<file path="src/rtl/data_mem_resp_pkg.sv">
// rtl/data_mem_resp_pkg.sv - shared command encoding, FSM states and default width for the memory responder
package data_mem_resp_pkg;

   localparam int MC_MW      = 0;
   localparam int MC_MR      = 1;
   localparam int DATA_W_DEF = 16;

   typedef enum logic [1:0] {
      IDLE    = 2'd0,
      WAIT_ST = 2'd1,
      ACCESS  = 2'd2
   } state_t;

endpackage

</file>
<file path="src/rtl/data_mem_array.sv">
// rtl/data_mem_array.sv - single-port DEPTH x DATA_W storage, synchronous write, registered read
module data_mem_array #(
   parameter int DATA_W = 16,
   parameter int ADDR_W = 8,
   parameter int DEPTH  = 200
) (
   input  logic              clk,
   input  logic              we,
   input  logic [ADDR_W-1:0] addr,
   input  logic [DATA_W-1:0] wdata,
   output logic [DATA_W-1:0] rdata
);

   logic [DATA_W-1:0] mem [DEPTH];

   // Contents deliberately survive reset; the caller only asserts we for in-range addresses.
   always_ff @(posedge clk) begin
      if (we) begin
         mem[addr] <= wdata;
      end
      rdata <= mem[addr];
   end

endmodule

</file>
<file path="src/rtl/data_mem_resp.sv">
// rtl/data_mem_resp.sv - memory responder: request latch, wait-state FSM, ready/busy/err flags
module data_mem_resp
   import data_mem_resp_pkg::*;
#(
   parameter int DATA_W = DATA_W_DEF,
   parameter int ADDR_W = 8,
   parameter int DEPTH  = 200,
   parameter int WAIT   = 1
) (
   input  logic              clk,
   input  logic              rst,
   input  logic [1:0]        MC,
   input  logic [ADDR_W-1:0] addr,
   input  logic [DATA_W-1:0] WRdata,
   output logic [DATA_W-1:0] Mdata,
   output logic              ready,
   output logic              busy,
   output logic              err
);

   localparam logic [2:0] WAIT_LAST = 3'((WAIT == 0) ? 0 : WAIT - 1);

   state_t            state;
   logic [2:0]        wait_cnt;
   logic [ADDR_W-1:0] addr_q;
   logic [DATA_W-1:0] wdata_q;
   logic              write_q;
   logic [DATA_W-1:0] rdata;
   logic [ADDR_W-1:0] mem_addr;
   logic              in_range;
   logic              mem_we;

   // The array sees the live address while idle so its registered read is ready even when WAIT is 0.
   assign mem_addr = (state == IDLE) ? addr : addr_q;
   assign in_range = 32'(addr_q) < DEPTH;
   assign mem_we   = (state == ACCESS) && write_q && in_range && !rst;

   data_mem_array #(
      .DATA_W(DATA_W),
      .ADDR_W(ADDR_W),
      .DEPTH (DEPTH)
   ) u_array (
      .clk  (clk),
      .we   (mem_we),
      .addr (mem_addr),
      .wdata(wdata_q),
      .rdata(rdata)
   );

   always_ff @(posedge clk) begin
      ready <= 1'b0;
      err   <= 1'b0;
      if (rst) begin
         state    <= IDLE;
         wait_cnt <= '0;
         busy     <= 1'b0;
         Mdata    <= '0;
      end else begin
         case (state)
            IDLE: begin
               if (MC != 2'b00) begin
                  addr_q   <= addr;
                  wdata_q  <= WRdata;
                  write_q  <= MC[MC_MW];
                  err      <= MC[MC_MW] & MC[MC_MR];
                  busy     <= 1'b1;
                  wait_cnt <= '0;
                  state    <= (WAIT == 0) ? ACCESS : WAIT_ST;
               end
            end
            WAIT_ST: begin
               if (wait_cnt == WAIT_LAST) begin
                  wait_cnt <= '0;
                  state    <= ACCESS;
               end else begin
                  wait_cnt <= wait_cnt + 3'd1;
               end
            end
            ACCESS: begin
               if (!write_q) begin
                  Mdata <= in_range ? rdata : '0;
               end
               ready <= 1'b1;
               err   <= !in_range;
               busy  <= 1'b0;
               state <= IDLE;
            end
            default: state <= IDLE;
         endcase
      end
   end

endmodule

</file>
<file path="config.mk">
export PLATFORM = sky130hd
export DESIGN_NAME = data_mem_resp
export DESIGN_NICKNAME = d
export VERILOG_FILES = /design/src/rtl/data_mem_resp_pkg.sv /design/src/rtl/data_mem_array.sv /design/src/rtl/data_mem_resp.sv
export SDC_FILE = /design/constraint.sdc
export NUM_CORES = 2
export LEC_CHECK = 0
export ABC_AREA = 0
export CAP_MARGIN = 10
export CORE_UTILIZATION = 36
export DETAILED_ROUTE_END_ITERATION = 10
export PLACE_DENSITY_LB_ADDON = 0.3
export SLEW_MARGIN = 10
export SYNTH_ARGS = -nofsm -noshare
export SYNTH_HDL_FRONTEND = slang
export SYNTH_SLANG_ARGS = --single-unit
</file>
<file path="constraint.sdc">
create_clock -name clk -period 3.59 [get_ports clk]
set_clock_uncertainty 0.1 [all_clocks]
set_input_delay 0.718 -clock clk [delete_from_list [all_inputs] [get_ports clk]]
set_output_delay 0.718 -clock clk [all_outputs]
set_load 0.02 [all_outputs]
</file>
==> impl_metrics.yaml <==
cells_and_area:
  fin_area_sq_um: 146800
  multi_input_area_sq_um: 21140
  final_cells: 12460
  layout-drive-gt1-share_pct: 18.75
  fillerInstances: 28580
  final_net_count: 7825
  seqCellArea_sq_um: 97650
  syn2layout_area_growth_pct: 21.68
logic_synthesis:
  synth.avg_cell_area_sq_um: 17.34
  yosys.area.top_type: "edfxtp_1"
  synth_nets: 6990
  synth_top_area_share_pct: 80.24
  synth.area.top_cells: "edfxtp_1 (80%), a22oi_1 (10%), a21oi_1 (2.2%)"
  synthDistinctLibCells: 51
  async_reset_ff_share_pct: 0
  yosys_warnings: 0
  synth-main-ff-cell: "edfxtp_1"
  ys_top_cells_by_count: "edfxtp_1 (3225), a22oi_1 (1600), a21oi_1 (529)"
  synth_edf_count: 3225
  synth.most_common_cell: "edfxtp_1"
  syn-cell-area_sq_um: 120700
  synth_cells: 6960
  synth-seq-cells: 3265
  ys_seq_area_share_pct: 80.91
critical_path:
  ff2ff_path_depth: 11
  worstPathArrival_ps: 4300
  required_ps: 4260
  start_kind: "register"
  critPathKind: "reg -> reg"
  cp_max_fo: 17
  cp-end-kind: "register"
detailed_routing:
  drc: 0
  via_per_inst: 5.751
  wl_per_cell_um: 28.80
  drt-pass1-iter-count: 6
  vias: 71640
  ant_nets: 0
  drt_iter0_drc: 9146
  routed_wl_um: 358800
placement:
  io_buffers: 46
  dpl.hpwl_um: 225400
  dpl_cell_area_sq_um: 135600
  dpl.cell_count: 11840
  place_congestion: 0.8665
floorplan:
  core_area_sq_um: 333400
  chipHeight_um: 581.0
  initial_core_util_pct: 36.20
  die_area_sq_um: 337600
  ios: 47
  rows: 212
  die_x_um: 581.0
global_routing:
  grt-ovfl-total: 0
  grt_max_degree: 134
  grt_antenna_before_repair: 10
  grt.total_usage_pct: 20.60
  grt_pass1_wl_um: 510900
  first_global_vias: 69680
clock_network:
  cts_root_buf: "clkbuf_16"
  numClockSinks: 3265
  cts_hold_buf: 0
  h-tree-depth: 5
  cts_max_path_buffers: 4
  numCtsBuffers: 337
  cts.clk_slew.worst_paths_ps: 60
  post-cts-setup-buffer-count: 0
  insertion_delay_ps: 930
  cts_tree: "yes"
job:
  drv_cap: 0
sta:
  fin_crit_ps: 3621
  max_freq_ghz: 0.2762
  final.period_utilization_pct: 100.9
  hold_slack_ps: 248.9
  tns_ps: -37.62
  hold_viol: 0
  maxSlewHeadroom_pct: 19.37
  tightest_slew_ps: 1209
  rsz0062_at_grt: "false"
  setup_ws_ps: -30.84
  setup_viol: 3
  slew_viol_final: 0
worst_hold_path:
  hold_path.class: "in -> reg"
  hold_path_depth: 1
power:
  irDropWorstVdd_mv: 0.4333
  p_leak_nw: 45.99
  p_per_area_nw_per_um2: 586.9
status:
  violations: "setup timing"
  status: "finished, violations left"
-- state kept, by name (all words and copies together), names as in the netlist, 2 cells and up --
| register | cells |
|---|---|
| Mdata | 16 |
| addr_q | 8 |
| state | 2 |
| u_array.mem | 3200 |
| u_array.rdata | 16 |
| wait_cnt | 3 |
| wdata_q | 16 |
-- worst max-delay path, stage by stage (launching register included) --
cell and delay (ps):
dfxtp_4 420, nor2_8 60, buf_4 170, mux2_8 320
buf_4 340, buf_12 240, buf_4 230, a21oi_1 80
nor2_1 300, o22ai_1 230, nor4_2 700, o221ai_1 230
-- path summary, 6_finish.rpt --
check | start | to | slack, ps
worst max-delay path | state[1]$_SDFFE_PP0P_ | u_array.rdata[1]$_DFF_P_ | -30
worst min-delay path | WRdata[8] | wdata_q[8]$_DFFE_PP_ | 250
worst max register to register | state[1]$_SDFFE_PP0P_ | u_array.rdata[1]$_DFF_P_ | -30
worst min register to register | Mdata[0]$_SDFFE_PP0P_ | Mdata[0]$_SDFFE_PP0P_ | 350
-- cell type report --
type	instances	share of cell area, %
clock buffer	433	6.116
clock inverter	176	1.223
multi-input combinational	3169	14.40
inverter	4	0.01022
timing repair buffer	1018	8.009
sequential	3265	66.50
tap	4387	3.738
antenna	5	0.008521
-- repair_timing --
item,in CTS,in global routing
pin swaps,3,1
resized for setup,53,15
setup endpoints to repair,16,8
hold endpoints to repair,0,0
-- cell usage in the layout, fill, tap and decap left out, types with 5 or more instances in the layout --
cell	netlist	routed
o41ai_2	0	15
buf_4	28	652
nor4_4	0	8
o221ai_1	16	15
clkinv_8	0	5
diode_2	0	5
a41oi_1	16	15
nor4_2	0	10
o41ai_4	0	6
nand3_1	181	181
clkinv_1	0	67
nor2_2	0	6
o41ai_1	64	43
dfxtp_1	40	38
a31oi_1	83	81
nor2_1	340	334
clkinv_16	0	7
inv_6	0	5
clkdlybuf4s50_1	0	46
clkbuf_16	0	342
a21oi_1	529	527
edfxtp_1	3225	3225
clkbuf_1	173	81
buf_12	0	320
clkbuf_8	0	7
nand2_1	55	53
nor4_1	32	14
o22ai_2	0	5
o22ai_1	64	59
clkinvlp_4	0	8
a32o_1	64	63
a22oi_1	1600	1599
nand2b_1	10	10
clkinv_2	0	50
bufinv_16	0	26
and3_1	64	64
-- stage by stage --
stage                     utilization [%]  total power, mW  setup WS (ps)
after CTS                           44.01            86.54        -0.3850
after global placement              40.65            52.34          -1398
after detailed placement            40.67            52.43          -1304
final                               44.04            86.18         -30.84
after global routing                44.04            88.48          1.285
after floorplan                         -            47.44          86.19
-- power breakdown --
group          leakage, nW  switching [mW]  total (mW)  internal [mW]
sequential            29.3           0.238        42.4           42.1
clock                 5.24            14.6        34.3           19.6
combinational         11.4            6.22        9.55           3.32
-- routing by layer --
| layer | track usage (%) | part of all wire (%) | wire length, um |
|---|---|---|---|
| met4 | 6.636 | 3.4 | 12150 |
| met2 | 32.66 | 47 | 168000 |
| met1 | 29.12 | 42 | 149200 |
| met3 | 3.104 | 8.2 | 29440 |
| met5 | 0 | 0.013 | 48 |
-- logic make-up after synthesis --
group,Yosys count,synth area share [%]
muxes,4,0.03525
AOI/OAI and AO/OA,2451,14.23
and+or+nand+nor,712,2.714
buffers and inverters,526,2.093
adders and majority gates,2,0.02073
DFF,3265,80.91
Note: power is estimated with default switching activity, not from simulation.
